--- config.mk ---
export PLATFORM = sky130hd
export DESIGN_NAME = madd3
export DESIGN_NICKNAME = d
export VERILOG_FILES = /design/src/rtl/madd3_pkg.sv /design/src/rtl/madd3_cell.sv /design/src/rtl/madd3.sv
export SDC_FILE = /design/constraint.sdc
export NUM_CORES = 1
export LEC_CHECK = 0
export CAP_MARGIN = 40
export CORE_AREA = 2 2 39 41
export DETAILED_ROUTE_END_ITERATION = 7
export DIE_AREA = 0 0 41 43
export GPL_TIMING_DRIVEN = 0
export HOLD_SLACK_MARGIN = 0.05
export SYNTH_ARGS = -nofsm -noshare
export SYNTH_HDL_FRONTEND = slang
export SYNTH_SLANG_ARGS = --single-unit
export TNS_END_PERCENT = 1
--- constraint.sdc ---
create_clock -name clk -period 1.24 [get_ports clk]
set_input_delay 0.124 -clock clk [delete_from_list [all_inputs] [get_ports clk]]
set_output_delay 0.124 -clock clk [all_outputs]
set_load 0.005 [all_outputs]
--- src/rtl/madd3_pkg.sv ---
// madd3_pkg: shared constants and types for the add-3 (double-dabble)
// correction cell.
//   DIGIT_W        - width of one BCD digit lane
//   ADD3_THRESHOLD - lane values at or above this get the +3 correction
//   ADD3_OFFSET    - correction amount
//   BCD_MAX        - largest legal BCD digit (used by the optional check)
//   digit_t        - one 4-bit digit lane
package madd3_pkg;

    localparam int DIGIT_W = 4;

    typedef logic [DIGIT_W-1:0] digit_t;

    localparam digit_t ADD3_THRESHOLD = 4'd5;
    localparam digit_t ADD3_OFFSET    = 4'd3;
    localparam digit_t BCD_MAX        = 4'd9;

endpackage : madd3_pkg

--- src/rtl/madd3_cell.sv ---
// madd3_cell: purely combinational single-lane add-3 correction.
//   v       in   digit to correct
//   f       out  v + 3 (mod 16) when v >= 5, otherwise v
//   adj     out  1 when the +3 correction was applied
//   bcd_err out  1 when v is not a legal BCD digit (> 9)
//                (present only when MADD3_BCD_CHECK_EN is defined)
module madd3_cell
    import madd3_pkg::*;
(
    input  digit_t v,
    output digit_t f,
    output logic   adj
`ifdef MADD3_BCD_CHECK_EN
    ,
    output logic   bcd_err
`endif
);

    always_comb begin
        adj = (v >= ADD3_THRESHOLD);
        // 4-bit sum: 13..15 wrap to 0..2, the carry is intentionally dropped.
        f   = adj ? digit_t'(v + ADD3_OFFSET) : v;
    end

`ifdef MADD3_BCD_CHECK_EN
    assign bcd_err = (v > BCD_MAX);
`endif

endmodule : madd3_cell

--- src/rtl/madd3.sv ---
// madd3: registered add-3 correction stage for a binary-to-BCD converter.
// LANES independent 4-bit digits are corrected in parallel with one cycle
// of latency; outputs come straight from registers.
//   clk       in   rising-edge clock
//   rst_n     in   synchronous active-low reset (priority over in_valid)
//   in_valid  in   x is valid this cycle
//   x         in   input digits, lane i = x[4i+3:4i]
//   out_valid out  y/adj are fresh this cycle
//   y         out  corrected digits, lane i = y[4i+3:4i]
//   adj       out  bit i set when lane i got +3
//   bcd_err   out  bit i set when lane i input was > 9
//                  (present only when MADD3_BCD_CHECK_EN is defined)
// When in_valid is low, y/adj/bcd_err hold and out_valid drops.
module madd3
    import madd3_pkg::*;
#(
    parameter int LANES = 1
) (
    input  logic                 clk,
    input  logic                 rst_n,
    input  logic                 in_valid,
    input  logic [4*LANES-1:0]   x,
    output logic                 out_valid,
    output logic [4*LANES-1:0]   y,
    output logic [LANES-1:0]     adj
`ifdef MADD3_BCD_CHECK_EN
    ,
    output logic [LANES-1:0]     bcd_err
`endif
);

    logic [4*LANES-1:0] y_next;
    logic [LANES-1:0]   adj_next;
    logic [4*LANES-1:0] y_reg;
    logic [LANES-1:0]   adj_reg;
    logic               out_valid_reg;

`ifdef MADD3_BCD_CHECK_EN
    logic [LANES-1:0]   bcd_err_next;
    logic [LANES-1:0]   bcd_err_reg;
`endif

    generate
        for (genvar gi = 0; gi < LANES; gi++) begin : g_lane
            madd3_cell u_cell (
                .v       (x[gi*DIGIT_W +: DIGIT_W]),
                .f       (y_next[gi*DIGIT_W +: DIGIT_W]),
                .adj     (adj_next[gi])
`ifdef MADD3_BCD_CHECK_EN
                ,
                .bcd_err (bcd_err_next[gi])
`endif
            );
        end
    endgenerate

    always_ff @(posedge clk) begin
        if (!rst_n) begin
            y_reg         <= '0;
            adj_reg       <= '0;
            out_valid_reg <= 1'b0;
`ifdef MADD3_BCD_CHECK_EN
            bcd_err_reg   <= '0;
`endif
        end else begin
            out_valid_reg <= in_valid;
            // Data registers only load on a valid beat so idle cycles hold them.
            if (in_valid) begin
                y_reg       <= y_next;
                adj_reg     <= adj_next;
`ifdef MADD3_BCD_CHECK_EN
                bcd_err_reg <= bcd_err_next;
`endif
            end
        end
    end

    assign y         = y_reg;
    assign adj       = adj_reg;
    assign out_valid = out_valid_reg;
`ifdef MADD3_BCD_CHECK_EN
    assign bcd_err   = bcd_err_reg;
`endif

endmodule : madd3

[Word level (Yosys, flattened, before mapping)]
Index checks and enable logic that the tools add are counted.
Operators by class
  reduce and logical (&&, ||, !) cells: 0
  divide/modulo/power cells: 0
  multipliers: 0
  muxes and demuxes: 1
  eq/ne operators: 0
  bitwise gates (word level): 0
  magnitude comparators: 1
  add/sub/neg operators: 1
  shift operators: 0
Operators by type and width (count)
  $add 4x2->4 const B: 1
  $ge 4x3->1 const B: 1
  $mux 4: 1
Storage, ports and cells
  logic and storage cells: 6
  register bits: 6
  output and inout port bits: 6
  RAM bits: 0
  memories: 0
  latch bits: 0
  bits of input ports: 7
  bits in read-only memories: 0

[Depth between registers and ports, before layout]
Gate-level depths: netlist of the first run.
  word-level depth: 2
  gate-level depth with buffers: 5

[Modules after synthesis]
Synthesis of the first run repeated with hierarchy kept, for this count alone.
Second synthesis, totals
  cells, all modules: 35
  area total of the unflattened synthesis: 332.8 um^2
Modules (own cells, without submodules)
  madd3: sequential area each 120.1 um^2, area an instance 220.2 um^2, cells an instance 18, instances 1
  madd3_cell: sequential area each 0.0 um^2, area an instance 112.6 um^2, cells an instance 17, instances 1

[Worst setup path before layout of the first run]
No wires, ideal clock.
  path type: input-to-reg
  from: in x[1]
  to: reg y_reg[0], in the netlist y[0]
  buffers on the path: 0
  stages: 5
  arrival: 0.981 ns
  slack: 0.138 ns
  cells stage by stage: inv_1 -> ha_1 -> nand2b_1 -> a21o_1 -> a221o_1
On the way
  longest elaborated chain between the ends: 2
RTL lines
  start: declaration: RTL line madd3.sv:22  | input logic [4*LANES-1:0] x,
  $ge 4x3->1: RTL line madd3_cell.sv:20  | adj = (v >= ADD3_THRESHOLD);
  $mux 4: RTL line madd3_cell.sv:22  | f = adj ? digit_t'(v + ADD3_OFFSET) : v;
  end signal: assignment: RTL line madd3.sv:69  | y_reg <= y_next;
  end: declaration: RTL line madd3.sv:34  | logic [4*LANES-1:0] y_reg;
Every way passes these cells.
A chain may end at the register's enable or synchronous reset.

[Worst setup path in the final report of the first run]
  from: reg adj_reg, in the netlist adj
  to: out adj
RTL lines
  start: declaration: RTL line madd3.sv:35  | logic [LANES-1:0] adj_reg;
  start signal: assignment: RTL line madd3.sv:70  | adj_reg <= adj_next;
  end: declaration: RTL line madd3.sv:25  | output logic [LANES-1:0] adj
No word-level cell between the ends.

==> qor.yml, run 1 <==
cts:
  root_buffer: "clkbuf_4"
  cts_sinks: 6
  cts_buffer_depth: 2
  cts.clk_slew.worst_paths_ns: 0.04
  cts_made_buffers: 3
  cts_tree: "yes"
  cts.htree.levels: 1
  post-cts-setup-buffers: 0
  clk_latency_ns: 0.25
placement:
  io_buffer_count: 11
  gp_congestion: 0.761
  dp.cells: 62
  dpl.hpwl_microns: 488
synth:
  muxShareOfSynthArea: 0
  netlist_area_sq_um: 312
  yosysWarnings: 0
  synth.avg_cell_area_sq_um: 8.90
  synth_compound_area_frac: 0.281
  ys_seq_elements: 6
  ys_seq_area_frac: 0.386
  synth-xor-area-share: 0.0281
  synth-simple-area-share: 0.153
  synth_top_family_by_area: "compound AO/OA/AOI/OAI gates"
  synth_cells: 35
  synth_fa_ha_area_frac: 0.0803
  ys_types: 19
  synthesis.nets: 44
sta:
  final_hold_viol_count: 0
  min_period_ns: 1.19
  maxSlewHeadroom: 0.792
  skew_ns: 0
  finalSetupViolations: 0
  fin_crit_sh: 0.961
  drv_slew: 0
  finalSetupTns_ns: 0
  fmax_mhz: 839
  worst-slew-pin-transition_ns: 0.312
  rsz0062_at_grt: "false"
route:
  drtIter0Drc: 3
  routed_wl_microns: 706
  viasPerCell: 4.75
  num_vias: 309
  wl_per_cell_microns: 10.9
  firstDrtPassIters: 2
  drcViolationCount: 0
  ant_nets: 0
worst_setup_path:
  critPathRequiredTime_ns: 1.12
  cp_slowest_cell: "clkdlybuf4s50_1"
  crit_arrival_ns: 1.07
  path_max_fanout: 2
  worstPathCellList: "clkdlybuf4s50_1"
  worst_r2r_endpoint: "y[0]"
  cpPeakStageDelay_ns: 0.50
  crit_path_end_kind: "primary output"
  cpLargestDelayFamily: "buffers and inverters"
  worst-path-buf-inv: 1
  crit_type: "flip-flop to primary output"
  worstReg2RegStart: "y[0]"
  r2r_cells: 2
  critPathLaunchType: "flip-flop"
  rrSetupSlack_ns: 0.38
floorplanning:
  fp.dieW_microns: 41
  die-area_sq_um: 1760
  start_util: 0.225
  ioPinCount: 13
  core_sq_um: 1380
  die_height_microns: 43
  std_cell_rows: 14
cells_and_area:
  largest_reg_flops: 4
  layout.nets: 60
  antennaDiodeCount: 0
  fillCellCount: 154
  fin_cells: 65
  multi_input_area_sq_um: 185
  drive_gt1_frac: 0.143
  final_util: 0.347
  syn_to_final_growth_pct: 54.2
  seq_area_sq_um: 120
grt:
  grt_overflow_total: 0
  grt_pass1_wl_mm: 1.22
  grt_pass1_vias: 298
  antenna_found_initial: 0
  grt_max_degree: 11
  grt.total_usage: 0.109
power_and_ir_drop:
  vdd_drop_max_mv: 0.300
  power_per_cell_area_nw_per_um2: 1050
  p_leak_nw: 0.205
  power_mw: 0.506
worst_hold_path:
  worstHoldEndpoint: "adj"
  hold_path_depth: 2
  hp-start: "in_valid"
  hp-class: "primary input to flip-flop"
job:
  drv_cap: 0
outcome:
  outcome: "completed"
report_power, final:
group	internal [mW]	switching [mW]
combinational	0.0600	0.0455
clock	0.110	0.0781
sequential	0.208	0.00535
total	0.377	0.129
area by class of cell:
type,instances,area share
buffer,1,0.0156
clock buffer,3,0.0469
sequential,6,0.250
tap,16,0.0417
inverter,4,0.0312
multi-input combinational,24,0.385
timing repair buffer,11,0.229
per-layer routing:
metal / global-route usage / vias to the layer above / share of wire
li1: - / 158 / -
met1: 0.129 / 139 / 0.41
met2: 0.141 / 9 / 0.50
met3: 0.0157 / 3 / 0.045
met4: 0.140 / 0 / 0.044
met5: 0 / - / 0
worst register-to-register path, delay by kind of cell (launching register included):
kind             cells  cell delay [ns]
AO/OA/AOI/OAI        1             0.33
flip-flops           1             0.30
AND/OR/NAND/NOR      1             0.12
how the worst max path moves through the flow:
stage,cells after the start,endpoint,startpoint,slack (ns)
after floorplan,5,y[0],x[1],0.14
after global placement,6,y[1],x[1],-0.46
after detailed placement,6,y[0],x[1],-0.45
after CTS,1,adj,adj,0.04
after global routing,6,y[1],x[1],0.01
final,1,adj,adj,0.05
stage by stage:
step	cell area, sq um	hold WS [ns]	worst slack (ns)
final	480	0.138	0.0479
after global routing	480	0.168	0.0141
after CTS	473	0.140	0.0359
after detailed placement	442	0.404	-0.445
after global placement	442	0.397	-0.455
after floorplan	312	0.250	0.138
kinds of logic (layout without fill, tap and decap cells):
family / count (synthesis) / in the layout
adders and majority gates: 2 / 2
and+or+nand+nor: 9 / 9
DFF: 6 / 6
AOI/OAI and AO/OA: 12 / 12
buffers and inverters: 5 / 19
xor gates and xnor gates: 1 / 1
Yosys cell counts, drive strengths merged:
master | number | area share
o21ai | 2 | 0.032
a211oi | 3 | 0.072
a311oi | 1 | 0.028
nand2b | 1 | 0.020
xnor2 | 1 | 0.028
dfxtp | 6 | 0.39
nor2 | 3 | 0.036
a221o | 1 | 0.032
nor3b | 1 | 0.024
buf | 1 | 0.024
a21o | 1 | 0.024
nor3 | 1 | 0.016
a32o | 1 | 0.032
inv | 4 | 0.048
nor2b | 2 | 0.040
nand3 | 1 | 0.016
ha | 2 | 0.080
a21oi | 2 | 0.032
a2111oi | 1 | 0.028
cell usage in the layout (no fill, tap or decap), types with 2 or more instances in the layout:
master | synthesis | layout
a21oi_1 | 2 | 2
a211oi_1 | 3 | 3
inv_1 | 4 | 4
dfxtp_1 | 6 | 6
clkbuf_4 | 0 | 3
o21ai_0 | 2 | 2
nor2_1 | 3 | 3
clkdlybuf4s50_1 | 0 | 8
nor2b_1 | 2 | 2
dlygate4sd2_1 | 0 | 2
what timing repair did:
action / CTS / global route
pin swaps: 1 / 0
gates resized for setup: 5 / 2
setup endpoints to repair: 4 / 2
hold buffers: 0 / 0
(Power assumes the default switching activity.)
==> run 2: changes to the inputs <==
- CAP_MARGIN: 40 -> not set
==> results of run 2 <==
Final layout, timing and power as in run 1 (identical DEF).
==> run 3: changes to the inputs <==
- SYNTH_HIERARCHICAL: not set -> 1
==> qor.yml, run 3 <==
outcome:
  outcome: "completed"
cells_and_area:
  layout_commonest_cell: "clkdlybuf4s50_1"
  layout.nets: 60
  drive_gt1_frac: 0.184
  syn_to_final_growth_pct: 48.1
  final_cell_mix: "clkdlybuf4s50_1 (9), mux2i_1 (6), dfxtp_1 (6)"
  antennaDiodeCount: 0
  largest_reg_flops: 4
  post-route-cell-area_sq_um: 493
worst_setup_path:
  path_max_fanout: 2
  worst-path-buf-inv: 1
  cpPeakStageDelay_ns: 0.50
  crit_arrival_ns: 1.07
  worstPathCellList: "clkdlybuf4s50_1"
  cpLargestDelayFamily: "buffers and inverters"
  critPathRequiredTime_ns: 1.12
  cp_slowest_cell: "clkdlybuf4s50_1"
  critPathLaunchType: "flip-flop"
  crit_type: "flip-flop to primary output"
  crit_path_end_kind: "primary output"
placement:
  gp_congestion: 0.674
  dpl.hpwl_microns: 441
  io_buffer_count: 11
  place_area_sq_um: 463
sta:
  fmax_mhz: 834
  drv_slew: 0
  worst-slew-pin-transition_ns: 0.199
  finalSetupTns_ns: 0
  finalSetupViolations: 0
  maxSlewHeadroom: 0.867
  fin_hold_ws_ns: 0.153
  skew_ns: 0
  min_period_ns: 1.20
  rsz0062_at_grt: "false"
  fin_crit_sh: 0.967
  final_hold_viol_count: 0
route:
  routed_wl_microns: 570
  ant_nets: 0
  wl_per_cell_microns: 8.77
  drtIter0Drc: 0
  viasPerCell: 4.11
  num_vias: 267
  firstDrtPassIters: 1
  drcViolationCount: 0
grt:
  antenna_found_initial: 0
  grt_pass1_wl_microns: 883
  grt.total_usage: 0.0792
  grt_pass1_vias: 239
  grt_overflow_total: 0
  grt_max_degree: 7
power_and_ir_drop:
  p_comb_frac: 0.223
  vdd_drop_max_mv: 0.642
  p_int_mw: 0.384
  switchingPower_mw: 0.113
  power_frac_seq: 0.428
  clock_power_share: 0.348
  power_per_cell_area_nw_per_um2: 1010
  p_leak_nw: 0.214
  p_sw_frac: 0.227
cts:
  cts_tree: "yes"
  holdBufCountCts: 0
  cts_sinks: 6
  cts_made_buffers: 3
  root_buffer: "clkbuf_4"
  clk_latency_ns: 0.24
  cts.htree.levels: 1
  cts_buffer_depth: 2
  cts.clk_slew.worst_paths_ns: 0.04
synth:
  synth.top_cells.by_area: "dfxtp_1 (36%), mux2i_1 (18%), nor2b_1 (9.4%)"
  ys_seq_area_frac: 0.361
  synth.avg_cell_area_sq_um: 9.51
  yosys.area.top_type_share: 0.361
  ys_types: 13
  synthesis.nets: 44
  async_flop_share: 0
  yosysWarnings: 6
  synth_common_cells: "dfxtp_1 (6), mux2i_1 (6), nor2b_1 (5), nand2_1 (4), inv_1 (3)"
  synth_cells: 35
  netlist_area_sq_um: 333
  synth_edf_count: 0
  ys_seq_elements: 6
  synthFlopType: "dfxtp_1"
  synth_top_area_cell: "dfxtp_1"
floorplanning:
  ioPinCount: 13
  core_sq_um: 1380
  fp.dieW_microns: 41
  die_height_microns: 43
  die-area_sq_um: 1760
  std_cell_rows: 14
  start_util: 0.241
worst_hold_path:
  hp-class: "primary input to flip-flop"
job:
  drv_cap: 0
## run 3: area by class of cell
cell class,count,area [sq um]
multi-input combinational,25,200
fill,161,891
sequential,6,120
timing repair buffer,11,108
buffer,1,11.3
tap,16,20.0
clock buffer,3,22.5
inverter,3,11.3
## run 3: kinds of logic after synthesis
kind of cell / Yosys count / synth area share
DFF: 6 / 0.361
buffers and inverters: 4 / 0.0677
adders and majority gates: 2 / 0.0752
muxes: 6 / 0.180
xor gates and xnor gates: 1 / 0.0263
and+or+nand+nor: 13 / 0.211
AOI/OAI and AO/OA: 3 / 0.0790
## run 3: power groups by stage
stage | combinational, mW | clock (mW) | sequential, mW
finish | 0.111 | 0.173 | 0.213
global route | 0.123 | 0.195 | 0.214
global placement | 0.109 | 0 | 0.216
detailed placement | 0.110 | 0 | 0.216
CTS | 0.113 | 0.184 | 0.213
floorplan | 0.0533 | 0 | 0.218
## run 3: worst paths after layout
check,end,cells after the start,start,slack (ns)
hold / removal,out_valid,2,in_valid,0.15
setup / recovery,y[0],1,y[0],0.04
hold reg to reg,y[2],2,y[2],0.51
setup reg to reg,y[0],2,y[0],0.64
## run 3: what timing repair did
action | in CTS | in global routing
endpoints found under the setup margin | 4 | 0
setup buffers | 0 | 0
gates resized for setup | 5 | 0
## run 3: through the flow
stage	total power, mW	setup slack (ns)	instances	utilization
2_1_floorplan	0.271	0.133	35	-
3_3_place_gp	0.326	-0.459	62	0.335
3_5_place_dp	0.327	-0.465	62	0.335
4_1_cts	0.510	0.0370	65	0.356
5_1_grt	0.531	0.00388	65	0.356
6_report	0.497	0.0412	65	0.356
## run 3: metal layers
metal	GRT usage	wire length [microns]	up-vias
met4	0.0400	0	0
met2	0.109	278	8
met3	0.0628	41	0
met1	0.0833	250	120
li1	-	-	139
met5	0	0	-
